`src/rtl/cic_compensator.sv`:
```
// cic_compensator: programmable odd-length FIR that flattens the passband droop of a
// CIC decimator. It uses one multiplier, time-shared over NUM_TAPS cycles per output.
// Samples go into a circular buffer. Every DECIMATION-th accepted sample starts a
// multiply-accumulate pass, followed by a round-half-up to the output width.
// Optional feature macro: CIC_COMPENSATOR_SATURATE_EN. When it is defined, the rounded
// result is clamped to the output range. When it is not defined, the output keeps the
// low bits of the rounded result (two's-complement wrap).

module cic_compensator #(
   parameter int NUM_TAPS        = 15,
   parameter int DECIMATION      = 2,
   parameter int NUM_BITS_INPUT  = 16,
   parameter int NUM_BITS_COEF   = 18,
   parameter int NUM_BITS_OUTPUT = 16
) (
   input  logic                              clk_i,
   input  logic                              reset_i,
   input  logic                              tick_i,
   input  logic signed [NUM_BITS_INPUT-1:0]  signal_i,
   input  logic                              coef_we_i,
   input  logic [$clog2(NUM_TAPS)-1:0]       coef_addr_i,
   input  logic signed [NUM_BITS_COEF-1:0]   coef_data_i,
   output logic signed [NUM_BITS_OUTPUT-1:0] signal_o,
   output logic                              tick_o,
   output logic                              busy_o,
   output logic                              overrun_o
);

   localparam int AW     = $clog2(NUM_TAPS);
   localparam int PROD_W = NUM_BITS_INPUT + NUM_BITS_COEF;
   localparam int ACC_W  = PROD_W + AW;
   localparam int DW     = (DECIMATION > 1) ? $clog2(DECIMATION) : 1;

   localparam logic [AW-1:0] LAST_IDX = AW'(NUM_TAPS - 1);
   localparam logic [DW-1:0] DEC_LAST = DW'(DECIMATION - 1);

   // Largest positive Q1.x value, so coef[0] of the reset set is "almost 1.0".
   localparam logic signed [NUM_BITS_COEF-1:0] COEF_ONE = {1'b0, {(NUM_BITS_COEF-1){1'b1}}};

   // Rounding works one bit wider than acc, so adding the half-LSB cannot overflow.
   localparam logic signed [ACC_W:0] RND_HALF = (ACC_W+1)'(2**(NUM_BITS_COEF-2));
   localparam logic signed [ACC_W:0] SAT_MAX  = (ACC_W+1)'(2**(NUM_BITS_OUTPUT-1) - 1);
   localparam logic signed [ACC_W:0] SAT_MIN  = (ACC_W+1)'(-(2**(NUM_BITS_OUTPUT-1)));

   typedef enum logic [1:0] {StIdle, StMac, StRound} state_e;

   state_e                              r_state;
   state_e                              w_state_next;
   logic signed [NUM_BITS_INPUT-1:0]    r_buf  [NUM_TAPS];
   logic signed [NUM_BITS_COEF-1:0]     r_coef [NUM_TAPS];
   logic [AW-1:0]                       r_wr_ptr;
   logic [AW-1:0]                       r_rd_ptr;
   logic [AW-1:0]                       r_tap;
   logic [DW-1:0]                       r_dec_cnt;
   logic signed [ACC_W-1:0]             r_acc;

   logic                                w_accept;
   logic                                w_start;
   logic signed [PROD_W-1:0]            w_product;
   logic signed [ACC_W:0]               w_rnd_sum;
   logic signed [ACC_W:0]               w_rnd;
   logic signed [NUM_BITS_OUTPUT-1:0]   w_out;

   assign busy_o = (r_state != StIdle);

   // Next state. A sample is accepted only in idle; the last sample of each decimation
   // group starts a computation.
   always_comb begin
      w_accept     = tick_i && (r_state == StIdle);
      w_start      = w_accept && (r_dec_cnt == DEC_LAST);
      w_state_next = r_state;
      case (r_state)
         StIdle:  if (w_start) w_state_next = StMac;
         StMac:   if (r_tap == LAST_IDX) w_state_next = StRound;
         StRound: w_state_next = StIdle;
         default: w_state_next = StIdle;
      endcase
   end

   // State register.
   always_ff @(posedge clk_i) begin
      if (reset_i) r_state <= StIdle;
      else         r_state <= w_state_next;
   end

   // Sample buffer, write pointer and decimation phase. These advance only on accepted ticks.
   always_ff @(posedge clk_i) begin
      if (reset_i) begin
         for (int i = 0; i < NUM_TAPS; i++) r_buf[i] <= '0;
         r_wr_ptr  <= '0;
         r_dec_cnt <= '0;
      end else if (w_accept) begin
         r_buf[r_wr_ptr] <= signal_i;
         r_wr_ptr        <= (r_wr_ptr == LAST_IDX) ? '0 : r_wr_ptr + 1'b1;
         r_dec_cnt       <= (r_dec_cnt == DEC_LAST) ? '0 : r_dec_cnt + 1'b1;
      end
   end

   // Coefficient RAM. Writes are honoured only in idle, so a pass never mixes coefficient sets.
   always_ff @(posedge clk_i) begin
      if (reset_i) begin
         for (int i = 0; i < NUM_TAPS; i++) r_coef[i] <= (i == 0) ? COEF_ONE : '0;
      end else if (coef_we_i && (r_state == StIdle) && (coef_addr_i <= LAST_IDX)) begin
         r_coef[coef_addr_i] <= coef_data_i;
      end
   end

   assign w_product = PROD_W'(r_coef[r_tap]) * PROD_W'(r_buf[r_rd_ptr]);

   // MAC sequencer. The read pointer starts at the triggering sample and walks back in time.
   always_ff @(posedge clk_i) begin
      if (reset_i) begin
         r_acc    <= '0;
         r_tap    <= '0;
         r_rd_ptr <= '0;
      end else if (r_state == StIdle) begin
         if (w_start) begin
            r_acc    <= '0;
            r_tap    <= '0;
            r_rd_ptr <= r_wr_ptr;
         end
      end else if (r_state == StMac) begin
         r_acc    <= r_acc + ACC_W'(w_product);
         r_tap    <= r_tap + 1'b1;
         r_rd_ptr <= (r_rd_ptr == '0) ? LAST_IDX : r_rd_ptr - 1'b1;
      end
   end

   assign w_rnd_sum = {r_acc[ACC_W-1], r_acc} + RND_HALF;
   assign w_rnd     = w_rnd_sum >>> (NUM_BITS_COEF - 1);

   // Output conversion. Either clamp or wrap the rounded value to the output width.
   always_comb begin
      w_out = '0;
`ifdef CIC_COMPENSATOR_SATURATE_EN
      if (w_rnd > SAT_MAX)      w_out = SAT_MAX[NUM_BITS_OUTPUT-1:0];
      else if (w_rnd < SAT_MIN) w_out = SAT_MIN[NUM_BITS_OUTPUT-1:0];
      else                      w_out = w_rnd[NUM_BITS_OUTPUT-1:0];
`else
      w_out = NUM_BITS_OUTPUT'(w_rnd);
`endif
   end

   // Output register and one-cycle strobe. Both are loaded only when the ROUND cycle completes.
   always_ff @(posedge clk_i) begin
      if (reset_i) begin
         signal_o <= '0;
         tick_o   <= 1'b0;
      end else begin
         tick_o <= (r_state == StRound);
         if (r_state == StRound) signal_o <= w_out;
      end
   end

   // Sticky overrun flag. It is set by any tick that arrives while a computation is in flight.
   always_ff @(posedge clk_i) begin
      if (reset_i)                         overrun_o <= 1'b0;
      else if (tick_i && r_state != StIdle) overrun_o <= 1'b1;
   end

endmodule

```
`config.mk`:
```
export PLATFORM = sky130hd
export DESIGN_NAME = cic_compensator
export DESIGN_NICKNAME = d
export VERILOG_FILES = /design/src/rtl/cic_compensator.sv
export SDC_FILE = /design/constraint.sdc
export NUM_CORES = 2
export LEC_CHECK = 0
export CELL_PAD_IN_SITES_DETAIL_PLACEMENT = 1
export CELL_PAD_IN_SITES_GLOBAL_PLACEMENT = 2
export CORE_ASPECT_RATIO = 1.1
export CORE_MARGIN = 3
export CORE_UTILIZATION = 35
export CTS_CLUSTER_DIAMETER = 60
export DETAILED_ROUTE_END_ITERATION = 7
export PLACE_DENSITY_LB_ADDON = 0.1
export SLEW_MARGIN = 10
export SYNTH_ARGS = -nofsm -noshare
export SYNTH_HDL_FRONTEND = slang
export SYNTH_SLANG_ARGS = --single-unit
```
`constraint.sdc`:
```
create_clock -name clk_i -period 9.63 [get_ports clk_i]
set_input_delay 1.4445 -clock clk_i [delete_from_list [all_inputs] [get_ports clk_i]]
set_output_delay 1.4445 -clock clk_i [all_outputs]
set_load 0.03 [all_outputs]
```
==> metrics <==
fin. max-slew vios=0; total stage count of the critical path=27; crit path capture=r_acc[32]; sequential-to-total area share from yosys stat=46.3%; Post-synth ARST share=0%; core area=108000 um2; RSZ-0062 raised after global routing=no; R2R depth=27; CP max FO=22; Worst EP arrival=9.20 ns; Post-Synthesis Cells=3047; P&R area growth vs syn=13.6%; via count of the first global-routing pass=26800; clock skew=0.0364 ns; gp weighted congestion=0.830; initial antenna violation count=4; Finish-stage setup viols=0; number of synthesized flops with an enable pin=544; Netlist Area Pre-Place=between 30000 and 40000 um2; Req. time, crit path=10.13 ns; flop-to-flop setup slack=0.94 ns; kind of critical path=flip-flop to flip-flop; first-pass GRT wire length=177000 um; Vias/cell=5.07; count of state elements after synthesis=618; fin crit period=approximately 8.7 ns; Inserted Diodes=0; CTS tree=built; DR WL/cell=roughly 26 um; Pre-Repair DR Iteration Count=5; Most common cell on crit path=fa_1; Reg clk slew, reported paths=0.06 ns; Hold Buf Count CTS=0; CP max stage delay=a little over 0.6 ns; Worst Hold Class=flip-flop to flip-flop; largest net degree at the start of global routing=60; Crit-path slowest cell=dfxtp_4; via count=23400; Tightest Pin Transition=1.28 ns; maxcap violations=0; row cnt=126; # fillers=11300; endpoint class of the critical path=flip-flop; Final nets=around 3600; clock sink count=618; overall routed net length=around 120000 um; post-synthesis cell type count=57; clk root buf=clkbuf_16; Clock Tree Buf Depth=3; Fin. Hold Viols=0; worst-skew pair later-pin latency=0.65 ns; CTS resizes=0; Num CTS Buffers=80; relative slew slack=14.7%; share of post-route cells with drive strength above 1=13.5%; gr ovfl total=0; Iter 0 DRT Violations=1669; Startpoint Class=flip-flop; Port Buffers=60; Setup Buffers After CTS=0; Tcrit/Tclk final=90.3%; commonest non-fill, non-tap cell in the layout=edfxtp_1; Overall Global Routing Usage=21.2%; DIE HEIGHT=about 350 um; Die Area=114000 um2; Syn Area/Cell=12.6 um2; Detail Route Antenna Nets=0; initial core utilization=a little over a third; worst reg2reg endpoint=r_acc[32]; io pins=61; Buf/Inv on CP=7; hpwl dp=83900 um; H-tree depth=3; fmax=0.115 GHz; status=finished, final reports clean; Chip Width=322 um; Largest delay share family, worst path=adder cells; yosys warns=0; most frequent cells in the layout=edfxtp_1 (544), and2_1 (502), inv_1 (372), fa_1 (315), nor2_1 (227); setup_tns=0 ns; Residual DRC=0; ys flop type=edfxtp_1
-- tightest hold or removal path, cell delays in order, from the launching register on --
cell and delay, ns:
dfxtp_1 0.33, a21oi_1 0.05, nor2_1 0.07
-- how the worst min path moves through the flow --
stage,depth (start not counted),end,startpoint
2_1_floorplan,1,r_acc[0],r_acc[0]
3_3_place_gp,2,overrun_o,overrun_o
3_5_place_dp,2,overrun_o,overrun_o
4_1_cts,2,overrun_o,overrun_o
5_1_grt,2,overrun_o,overrun_o
6_report,2,overrun_o,overrun_o
-- cell families (layout without fill, tap and decap cells) --
kind of cell	count (synthesis)	count (layout)	synth area share, %
buffers and inverters	535	671	5.33
other	1	18	0.00975
XOR/XNOR	63	63	1.45
multiplexers	191	191	9.77
AO/OA/AOI/OAI	213	213	3.64
AND/OR/NAND/NOR	1007	1007	13.7
flip-flops	618	618	46.3
adder cells (fa/ha/maj)	419	419	19.8
-- registers in the layout, summed over array words and instances, names as in the netlist, named ones only --
register,flops
r_coef,288
r_dec_cnt,1
overrun_o,1
r_rd_ptr,4
r_wr_ptr,4
signal_o,16
r_buf,256
r_acc,33
r_state,2
r_tap,4
tick_o,1
-- through the flow --
stage / hold WS [ns] / instances / area [um2] / worst slack (ns) / utilization (%)
global route: 0.503 / 4608 / 43700 / 0.343 / 40.4
finish: 0.485 / 4608 / 43700 / 0.936 / 40.4
global placement: 0.453 / 4458 / 41100 / 0.932 / 38.0
floorplan: 0.456 / 3064 / 38500 / 1.65 / -
CTS: 0.487 / 4608 / 43700 / 0.805 / 40.4
detailed placement: 0.476 / 4458 / 41100 / 0.845 / 38.0
-- synthesized netlist by cell type (12+ instances only) --
library cell | count | share of area, %
xor2_1 | 31 | 0.71
a22oi_1 | 21 | 0.41
clkbuf_1 | 128 | 1.2
inv_1 | 372 | 3.6
o21a_1 | 12 | 0.23
o21ai_0 | 42 | 0.55
a21o_1 | 12 | 0.23
xnor2_1 | 31 | 0.71
mux2_2 | 23 | 0.67
nand3_1 | 20 | 0.26
nand2b_1 | 42 | 0.68
buf_2 | 18 | 0.23
fa_1 | 315 | 16
nor3_1 | 14 | 0.18
and2_1 | 502 | 8.2
nor2_1 | 242 | 2.4
nand2_1 | 158 | 1.5
dfxtp_1 | 74 | 3.9
a21oi_1 | 28 | 0.36
a211oi_1 | 24 | 0.47
mux4_2 | 145 | 8.5
ha_1 | 104 | 3.4
o21ai_1 | 34 | 0.44
mux2i_1 | 23 | 0.60
edfxtp_1 | 544 | 42
-- metal layers --
metal / vias up / global-route usage, % / wire length [um]
li1: 10400 / - / -
met1: 12400 / 27.4 / 50300
met2: 465 / 36.9 / 59500
met3: 176 / 2.74 / 4680
met4: 0 / 6.48 / 3560
met5: - / 0 / 0
-- cell type report --
type                    count  area, um2  share of cell area [%]
inverters                 377       1420                    3.24
repair buffers            144       1280                    2.92
clock inverters            50        467                    1.07
flip-flops and latches    618      17800                    40.8
well taps                1408       1760                    4.03
clock buffers             100       2110                    4.83
multi-input cells        1911      18800                    43.1
Power is left out: the tool's default activity adds up to more than one toggle a clock period on the data nets, which glitch-free logic cannot reach.
